<file path="src/rtl/cpu_tb_pkg.sv">
// Shared state encoding and default parameters for the CPU run controller.
package cpu_tb_pkg;

    localparam int DEF_PC_W        = 32;
    localparam int DEF_CNT_W       = 32;
    localparam int DEF_RST_CYCLES  = 2;
    localparam int DEF_STALL_LIMIT = 3;
    localparam int DEF_TIMEOUT     = 10000;

    typedef enum logic [2:0] {
        ST_IDLE     = 3'd0,
        ST_CORE_RST = 3'd1,
        ST_RUN      = 3'd2,
        ST_HALTED   = 3'd3,
        ST_ABORT    = 3'd4
    } run_state_t;

endpackage

</file>
<file path="src/rtl/sat_counter.sv">
// Saturating up-counter with synchronous clear; holds at all-ones instead of wrapping.
module sat_counter
    import cpu_tb_pkg::*;
#(
    parameter int WIDTH = DEF_CNT_W
) (
    input  logic             i_clk,
    input  logic             i_rst_n,
    input  logic             i_clr,
    input  logic             i_inc,
    output logic [WIDTH-1:0] o_count
);

    logic [WIDTH-1:0] r_count;

    always_ff @(posedge i_clk or negedge i_rst_n) begin
        if (!i_rst_n) begin
            r_count <= '0;
        end else if (i_clr) begin
            r_count <= '0;
        end else if (i_inc && (r_count != '1)) begin
            r_count <= r_count + 1'b1;
        end
    end

    assign o_count = r_count;

endmodule

</file>
<file path="src/rtl/cpu_run_ctrl.sv">
// Run controller: resets the core, lets it run until a halt PC, a PC stall or a
// cycle timeout, and keeps cycle/retire statistics for the run.
module cpu_run_ctrl
    import cpu_tb_pkg::*;
#(
    parameter int PC_W        = DEF_PC_W,
    parameter int CNT_W       = DEF_CNT_W,
    parameter int RST_CYCLES  = DEF_RST_CYCLES,
    parameter int STALL_LIMIT = DEF_STALL_LIMIT,
    parameter int TIMEOUT     = DEF_TIMEOUT
) (
    input  logic             i_clk,
    input  logic             i_rst_n,
    input  logic             i_start,
    input  logic [PC_W-1:0]  i_pc,
    input  logic             i_pc_valid,
    input  logic [PC_W-1:0]  i_halt_addr,
    output logic             o_core_rst,
    output logic             o_running,
    output logic             o_done,
    output logic             o_timed_out,
    output logic [CNT_W-1:0] o_cycle_count,
    output logic [CNT_W-1:0] o_retire_count
);

    localparam int RC_W  = (RST_CYCLES > 1) ? $clog2(RST_CYCLES) : 1;
    localparam int SL_W  = $clog2(STALL_LIMIT + 1);
    localparam int CMP_W = (CNT_W > 32) ? CNT_W : 32;

    run_state_t        r_state;
    logic [RC_W-1:0]   r_rst_cnt;
    logic [PC_W-1:0]   r_halt_addr;
    logic [PC_W-1:0]   r_last_pc;
    logic [SL_W-1:0]   r_same;
    logic              r_core_rst;
    logic              r_running;
    logic              r_done;
    logic              r_timed_out;

    logic              w_in_run;
    logic              w_begin;
    logic [SL_W:0]     w_run_len;
    logic              w_stall;
    logic              w_match;
    logic              w_halt;
    logic              w_timeout;
    logic [CNT_W-1:0]  w_cycle_count;
    logic [CNT_W-1:0]  w_retire_count;

    assign w_in_run = (r_state == ST_RUN);
    assign w_begin  = i_start && ((r_state == ST_IDLE) || (r_state == ST_HALTED) ||
                                  (r_state == ST_ABORT));

    // Length of the current run of identical valid PCs, including this cycle.
    assign w_run_len = ((i_pc == r_last_pc) && (r_same != '0)) ? {1'b0, r_same} + 1'b1
                                                                : (SL_W + 1)'(1);
    assign w_stall   = i_pc_valid && (w_run_len >= (SL_W + 1)'(STALL_LIMIT));
    assign w_match   = i_pc_valid && (i_pc == r_halt_addr);
    assign w_halt    = w_in_run && (w_match || w_stall);
    // Fires on the RUN cycle whose increment brings cycle_count up to TIMEOUT.
    assign w_timeout = w_in_run && (CMP_W'(w_cycle_count) == CMP_W'(TIMEOUT - 1));

    sat_counter #(.WIDTH(CNT_W)) u_cycle_cnt (
        .i_clk   (i_clk),
        .i_rst_n (i_rst_n),
        .i_clr   (w_begin),
        .i_inc   (w_in_run),
        .o_count (w_cycle_count)
    );

    sat_counter #(.WIDTH(CNT_W)) u_retire_cnt (
        .i_clk   (i_clk),
        .i_rst_n (i_rst_n),
        .i_clr   (w_begin),
        .i_inc   (w_in_run && i_pc_valid),
        .o_count (w_retire_count)
    );

    always_ff @(posedge i_clk or negedge i_rst_n) begin
        if (!i_rst_n) begin
            r_state     <= ST_IDLE;
            r_rst_cnt   <= '0;
            r_halt_addr <= '0;
            r_last_pc   <= '0;
            r_same      <= '0;
            r_core_rst  <= 1'b1;
            r_running   <= 1'b0;
            r_done      <= 1'b0;
            r_timed_out <= 1'b0;
        end else begin
            case (r_state)
                ST_IDLE, ST_HALTED, ST_ABORT: begin
                    if (i_start) begin
                        r_state     <= ST_CORE_RST;
                        r_rst_cnt   <= '0;
                        r_halt_addr <= i_halt_addr;
                        r_last_pc   <= '0;
                        r_same      <= '0;
                        r_done      <= 1'b0;
                        r_timed_out <= 1'b0;
                    end
                end
                ST_CORE_RST: begin
                    if (r_rst_cnt == RC_W'(RST_CYCLES - 1)) begin
                        r_state    <= ST_RUN;
                        r_core_rst <= 1'b0;
                        r_running  <= 1'b1;
                    end else begin
                        r_rst_cnt <= r_rst_cnt + 1'b1;
                    end
                end
                ST_RUN: begin
                    // Invalid cycles leave the stall tracker untouched.
                    if (i_pc_valid) begin
                        r_last_pc <= i_pc;
                        r_same    <= (w_run_len > (SL_W + 1)'(STALL_LIMIT)) ? SL_W'(STALL_LIMIT)
                                                                             : w_run_len[SL_W-1:0];
                    end
                    if (w_halt) begin
                        r_state    <= ST_HALTED;
                        r_done     <= 1'b1;
                        r_core_rst <= 1'b1;
                        r_running  <= 1'b0;
                    end else if (w_timeout) begin
                        r_state     <= ST_ABORT;
                        r_timed_out <= 1'b1;
                        r_core_rst  <= 1'b1;
                        r_running   <= 1'b0;
                    end
                end
                default: begin
                    r_state    <= ST_IDLE;
                    r_core_rst <= 1'b1;
                    r_running  <= 1'b0;
                end
            endcase
        end
    end

    assign o_core_rst     = r_core_rst;
    assign o_running      = r_running;
    assign o_done         = r_done;
    assign o_timed_out    = r_timed_out;
    assign o_cycle_count  = w_cycle_count;
    assign o_retire_count = w_retire_count;

endmodule

</file>
<file path="config.mk">
export PLATFORM = sky130hd
export DESIGN_NAME = cpu_run_ctrl
export DESIGN_NICKNAME = d
export VERILOG_FILES = /design/src/rtl/cpu_tb_pkg.sv /design/src/rtl/sat_counter.sv /design/src/rtl/cpu_run_ctrl.sv
export SDC_FILE = /design/constraint.sdc
export NUM_CORES = 1
export LEC_CHECK = 0
export CAP_MARGIN = 20
export CORE_UTILIZATION = 53
export DETAILED_ROUTE_END_ITERATION = 12
export PLACE_DENSITY = 0.88
export SLEW_MARGIN = 25
export SYNTH_ARGS = -nofsm -noshare
export SYNTH_HDL_FRONTEND = slang
export SYNTH_SLANG_ARGS = --single-unit
</file>
<file path="constraint.sdc">
create_clock -name i_clk -period 2.1 [get_ports i_clk]
set_clock_uncertainty 0.05 [all_clocks]
set_input_delay 0.42 -clock i_clk [delete_from_list [all_inputs] [get_ports i_clk]]
set_output_delay 0.42 -clock i_clk [all_outputs]
set_load 0.005 [all_outputs]
</file>
==> flow_metrics.py, run 1 <==
metrics = {
    "global_route": {
        "grt_pass1_wl_um": 35590,
        "antenna_found_initial": 1,
        "overflow": 0,
        "track_usage_pct": 32.74,
        "grt_pass1_vias": 7150,
        "grt_start_max_net_pins": 92,
    },
    "status": {
        "status": "complete, but fails checks",
        "violations": "setup timing",
    },
    "timing": {
        "final_max_slew_viol_count": 0,
        "worst-slew-pin-transition_ns": 0.7483,
        "rsz0062_at_grt": "yes",
        "setup_violations": 12,
        "period_share_pct": 106.8,
        "slew_headroom_pct": 50.11,
        "finalHoldViolCount": 0,
        "max_freq_mhz": 445.9,
        "worst_slack_ns": -0.1428,
        "final.setup.tns_ns": -0.6697,
        "hold_slack_ns": 0.2677,
        "fin_crit_ns": 2.243,
    },
    "clock_tree": {
        "clock_path_buffers": 2,
        "cts_buffers": 17,
        "htreeDepth": 4,
        "clk_pin_slew_ns": 0.06,
        "worstSkewPairLatency_ns": 0.43,
        "clock_sinks": 138,
        "cts_tree": "yes",
        "cts_root_buf": "clkbuf_16",
    },
    "final_layout": {
        "syn_to_final_growth_pct": 45.24,
        "fin_area_um2": 10480,
        "fin_util_pct": 79.11,
        "nets": 1105,
        "final_layout_size_suffix_gt1_share_pct": 20.27,
        "nFillCells": 758,
        "final_cell_mix": "193 x nand2_1, 135 x dfrtp_1, 114 x clkdlybuf4s50_1",
        "final_common_cell": "nand2_1",
    },
    "drt": {
        "detail_route.first_pass.iterations": 6,
        "dr_total_vias": 7343,
        "drt_iter0_drc": 792,
        "antenna_left": 0,
        "avgRoutedWirePerCell_um": 19.88,
        "finalWirelength_um": 24310,
        "drc": 0,
        "viasPerCell": 6.004,
    },
    "worst_setup_path": {
        "crit_fanout": 2,
        "start_kind": "register",
        "r2r_slack_ns": -0.14,
        "cp-end-kind": "register",
        "r2r-start": "u_cycle_cnt.o_count[5]",
        "rr_endpoint": "r_state[1]",
        "worst_ep_arrival_time_ns": 2.50,
        "critPathLaunch": "u_cycle_cnt.o_count[5]",
        "worstSetupEndpoint": "r_state[1]",
        "required_ns": 2.35,
        "r2r_cells": 8,
        "criticalPathCategory": "register to register",
    },
    "floorplanning": {
        "die_area_um2": 14080,
        "ios": 136,
        "coreArea_um2": 13240,
        "die_x_um": 118.7,
        "initial_core_util_pct": 54.47,
        "rows": 42,
        "die_h_um": 118.7,
    },
    "yosys": {
        "ys_ff_latch": 138,
        "yosysSeqAreaShare_pct": 47.89,
        "syn_nets": 868,
        "ys.flop_type": "dfrtp_1",
        "syn_avg_cell_area_um2": 9.062,
        "netlist_instances": 796,
        "async_reset_ff_share_pct": 100.0,
        "syn_area_um2": 7213,
        "synthDistinctLibCells": 54,
        "yosysWarnings": 0,
        "synth_edf_count": 0,
    },
    "power": {
        "p_total_mw": 9.970,
        "power_density_nw_per_um2": 951.7,
        "peakVddDrop_mv": 0.7228,
        "power_leakage_nw": 4.911,
    },
    "placed_design": {
        "dpl_cell_area_um2": 9366,
        "io_buffers": 135,
        "place_hpwl_um": 14140,
        "gp_congestion": 0.8986,
    },
    "job": {
        "cap_violations": 0,
    },
    "worst_hold_path": {
        "min_path_type": "input pin to register",
    },
}
cells in the mapped netlist, drive strengths merged (2+ instances only):
cell type | instances | area, µm²
a21o | 3 | 22.52
mux2i | 4 | 40.04
a21oi | 17 | 100.1
xnor2 | 31 | 271.5
a22o | 2 | 17.52
xor2 | 81 | 709.4
nand2 | 195 | 734.5
and2 | 6 | 37.54
a22oi | 2 | 15.01
ha | 4 | 50.05
nor2 | 69 | 259.0
buf | 11 | 76.31
or3 | 12 | 85.08
a31oi | 3 | 18.77
nand4 | 20 | 146.4
clkbuf | 21 | 78.83
o21a | 2 | 15.01
nor2b | 2 | 12.51
nand2b | 3 | 18.77
o31ai | 2 | 28.78
and3 | 14 | 92.59
o21ai | 18 | 90.09
nand3 | 57 | 285.3
and4 | 9 | 78.83
nor4 | 29 | 200.2
inv | 13 | 51.30
dfrtp | 137 | 3428
nor3 | 17 | 100.1
flip-flops by register name (all words and copies together), names as in the netlist:
register	count
o_running	1
r_same	2
r_rst_cnt	1
o_core_rst	1
o_done	1
u_cycle_cnt.o_count	32
r_halt_addr	32
u_retire_cnt.o_count	32
r_state	3
o_timed_out	1
r_last_pc	32
worst max-delay path, stage by stage, from the launching register on:
cell	delay (ns)
dfrtp_1	0.38
buf_4	0.15
nor4_2	0.32
nand4_1	0.25
nor4_4	0.35
a31oi_4	0.15
inv_2	0.08
o21bai_1	0.08
a221o_1	0.30
power breakdown:
part | internal [mW] | switching [mW]
sequential | 3.29 | 0.532
clock | 2.08 | 1.15
combinational | 1.18 | 1.75
total | 6.55 | 3.42
metrics by stage:
step	instances	setup WS (ns)
final	1223	-0.1428
after global placement	1168	-0.5529
after detailed placement	1168	-0.7109
after global routing	1222	-0.1953
after CTS	1212	-0.06908
after floorplan	796	0.1599
worst min-delay path by stage:
stage                         from         endpoint  slack [ns]  cells past startpoint
after global placement     i_rst_n  r_halt_addr[31]        0.31                      1
after floorplan            i_rst_n           o_done        0.07                      0
after detailed placement   i_rst_n  r_halt_addr[31]        0.31                      1
after global routing      i_pc[13]    r_last_pc[13]        0.30                      3
after CTS                  i_pc[0]     r_last_pc[0]        0.35                      3
final                     i_pc[13]    r_last_pc[13]        0.27                      3
repair_timing:
item / 4_1_cts / 5_1_grt
gates resized for setup: 41 / 50
hold buffers: 1 / 0
endpoints found under the hold margin: 39 / 0
endpoints found under the setup margin: 46 / 44
pin swaps: 22 / 25
cloned: 1 / 1
setup buffers: 10 / 9
cell type report:
class,count,area (µm²),area share [%]
tap,176,220.2,2.102
clock inverter,7,137.6,1.314
inverter,13,51.30,0.4897
sequential,138,3457,33.00
timing repair buffer,248,2252,21.50
clock buffer,25,485.5,4.634
multi-input combinational,615,3870,36.94
antenna,1,2.502,0.02389
routing by layer:
metal / part of all wire (%) / GRT usage (%) / vias up / routed length, µm
li1: - / - / 3169 / -
met1: 37 / 38.92 / 3549 / 8947
met2: 50 / 55.45 / 493 / 12230
met3: 7.5 / 7.722 / 132 / 1817
met4: 5.4 / 16.38 / 0 / 1318
met5: 0 / 0 / - / 0
cells by family (layout without fill, tap and decap cells):
family,count (synthesis),in the layout,synth area share [%]
XOR/XNOR,112,112,13.60
adder cells (fa/ha/maj),4,4,0.6939
multiplexers,4,4,0.5551
AO/OA/AOI/OAI,56,58,5.326
buffers and inverters,45,293,2.862
AND/OR/NAND/NOR,437,437,29.07
flip-flops,138,138,47.89
other,0,1,0
No activity file was read; power rests on OpenSTA's default activity.
==> run 2, diff against run 1 <==
Settings changed: CORE_MARGIN set to 1, MAX_ROUTING_LAYER set to met4.
==> run 2 against run 1 <==
  * Largest cell class unchanged
  * The flow still finishes with violations (setup timing)
  * Setup slack gained 0.015 ns
  * Routed wire length is 1.3% lower
  * Global-route usage rose by 0.97 points
  * Via count down 0.45%
  * Die area unchanged
  * Non-clock buffer count grew 1
  * Sequential share of layout area about the same
  * First-iteration DRC count is 12% higher
==> flow_metrics.py, run 2 (synthesis results as in run 1) <==
metrics = {
    "worst_setup_path": {
        "crit_fanout": 3,
        "worst_ep_arrival_time_ns": 2.49,
        "start_kind": "input pin",
        "required_ns": 2.36,
        "critPathLaunch": "i_pc[3]",
        "worst_path_max_delay_cell": "clkdlybuf4s50_1",
        "criticalPathCategory": "input pin to register",
        "crit_family": "buffers and inverters",
        "crit_chain": "clkdlybuf4s50_1, buf_4, xor2_1, nor4_1, nand4_1, nor2_1, o21a_2, buf_6, o21ai_2, a22o_1",
        "r2r_slack_ns": -0.12,
        "r2r-start": "u_cycle_cnt.o_count[23]",
        "worst_path_largest_cell_delay_ns": 0.45,
        "crit_buf_inv": 3,
        "cp-end-kind": "register",
    },
    "global_route": {
        "grt.met1_usage_pct": 38.89,
        "grt_pass1_wl_um": 35620,
        "track_usage_pct": 33.71,
        "grt_busiest_layer": "met2",
        "overflow": 0,
        "grt_use_met2_pct": 55.41,
        "grt.met3_usage_pct": 7.384,
        "grt_pass1_vias": 7154,
        "grt_start_max_net_pins": 92,
        "antenna_found_initial": 1,
    },
    "timing": {
        "final_max_slew_viol_count": 0,
        "max_freq_mhz": 448.9,
        "finalHoldViolCount": 0,
        "worst-slew-pin-transition_ns": 0.7469,
        "worst_slack_ns": -0.1277,
        "fin_crit_ns": 2.228,
        "rsz0062_at_grt": "yes",
        "slew_headroom_pct": 50.21,
        "period_share_pct": 106.1,
        "setup_violations": 11,
    },
    "final_layout": {
        "final_common_cell": "nand2_1",
        "syn_to_final_growth_pct": 45.40,
        "final_cell_mix": "193 x nand2_1, 135 x dfrtp_1, 114 x clkdlybuf4s50_1",
        "final_layout_size_suffix_gt1_share_pct": 20.25,
        "nets": 1106,
    },
    "power": {
        "p_total_mw": 9.976,
        "peakVddDrop_mv": 0.6928,
        "power_density_nw_per_um2": 951.2,
        "power_leakage_nw": 4.921,
    },
    "floorplanning": {
        "coreArea_um2": 13240,
        "die_h_um": 118.7,
        "ios": 136,
        "rows": 42,
        "initial_core_util_pct": 54.47,
        "die_x_um": 118.7,
        "die_area_um2": 14080,
    },
    "placed_design": {
        "place_hpwl_um": 14140,
        "pre_cts_slack_ns": -0.7109,
        "gp_congestion": 0.9138,
        "io_buffers": 135,
    },
    "clock_tree": {
        "cts_tree": "yes",
        "clk_pin_slew_ns": 0.06,
        "clock_path_buffers": 2,
        "worstSkewPairLatency_ns": 0.43,
        "htreeDepth": 4,
        "cts_buffers": 17,
        "cts_root_buf": "clkbuf_16",
        "clock_sinks": 138,
    },
    "drt": {
        "antenna_left": 0,
        "drt_iter0_drc": 884,
        "detail_route.first_pass.iterations": 7,
        "viasPerCell": 5.972,
        "avgRoutedWirePerCell_um": 19.61,
        "finalWirelength_um": 24000,
        "dr_total_vias": 7310,
        "drc": 0,
    },
    "status": {
        "violations": "setup timing",
        "status": "complete, but fails checks",
    },
    "worst_hold_path": {
        "hold_start": "i_pc[13]",
        "min_path_type": "input pin to register",
    },
    "job": {
        "cap_violations": 0,
    },
}
[run 2: metrics by stage]
step	std cells	instance area [µm²]	utilization, %	setup TNS, ns	hold WS (ns)
2_1_floorplan	796	7213	-	0	0.07441
3_3_place_gp	1168	9366	70.73	-24.16	0.3149
3_5_place_dp	1168	9366	70.73	-27.64	0.3103
4_1_cts	1212	10190	76.93	-0.2227	0.3496
5_1_grt	1224	10490	79.20	-2.377	0.2982
6_report	1224	10490	79.20	-0.6776	0.2625
[run 2: routing by layer]
metal | vias up | part of all wire (%) | wire length (µm)
li1 | 3172 | - | -
met1 | 3504 | 37 | 8922
met2 | 493 | 49 | 11800
met3 | 141 | 8.3 | 1997
met4 | 0 | 5.4 | 1284
met5 | - | 0 | 0
[run 2: timing repair]
| item | 4_1_cts | 5_1_grt |
|---|---|---|
| endpoints found under the hold margin | 39 | 0 |
| pin swaps | 22 | 26 |
| cloned | 1 | 1 |
| buffers inserted | 10 | 10 |
| resized for setup | 41 | 50 |
| setup endpoints to repair | 46 | 44 |
| hold buffers | 1 | 0 |
[run 2: power by group]
part	leakage (nW)	switching (mW)	internal (mW)
Clock	0.301	1.13	2.08
Sequential	1.85	0.530	3.29
Combinational	2.77	1.76	1.19
Total	4.92	3.42	6.56
[run 2: cell type report]
cell class / count / area, µm²
flip-flops and latches: 138 / 3457
repair buffers: 249 / 2260
multi-input cells: 615 / 3874
fillers: 758 / 2755
inverters: 13 / 51.30
clock buffers: 25 / 485.5
clock inverters: 7 / 137.6
well taps: 176 / 220.2
diodes: 1 / 2.502
[run 2: worst paths after layout]
kind	end	depth (start not counted)
max	o_running	10
min	r_last_pc[13]	3
max reg2reg	r_state[1]	8
min reg2reg	o_timed_out	1
max in group asynchronous	o_core_rst	3
min in group asynchronous	r_halt_addr[31]	2
[run 2: tightest hold or removal path: stages]
cell	delay (ns)
dlymetal6s2s_1	0.16
nand2_1	0.08
nand2_1	0.05
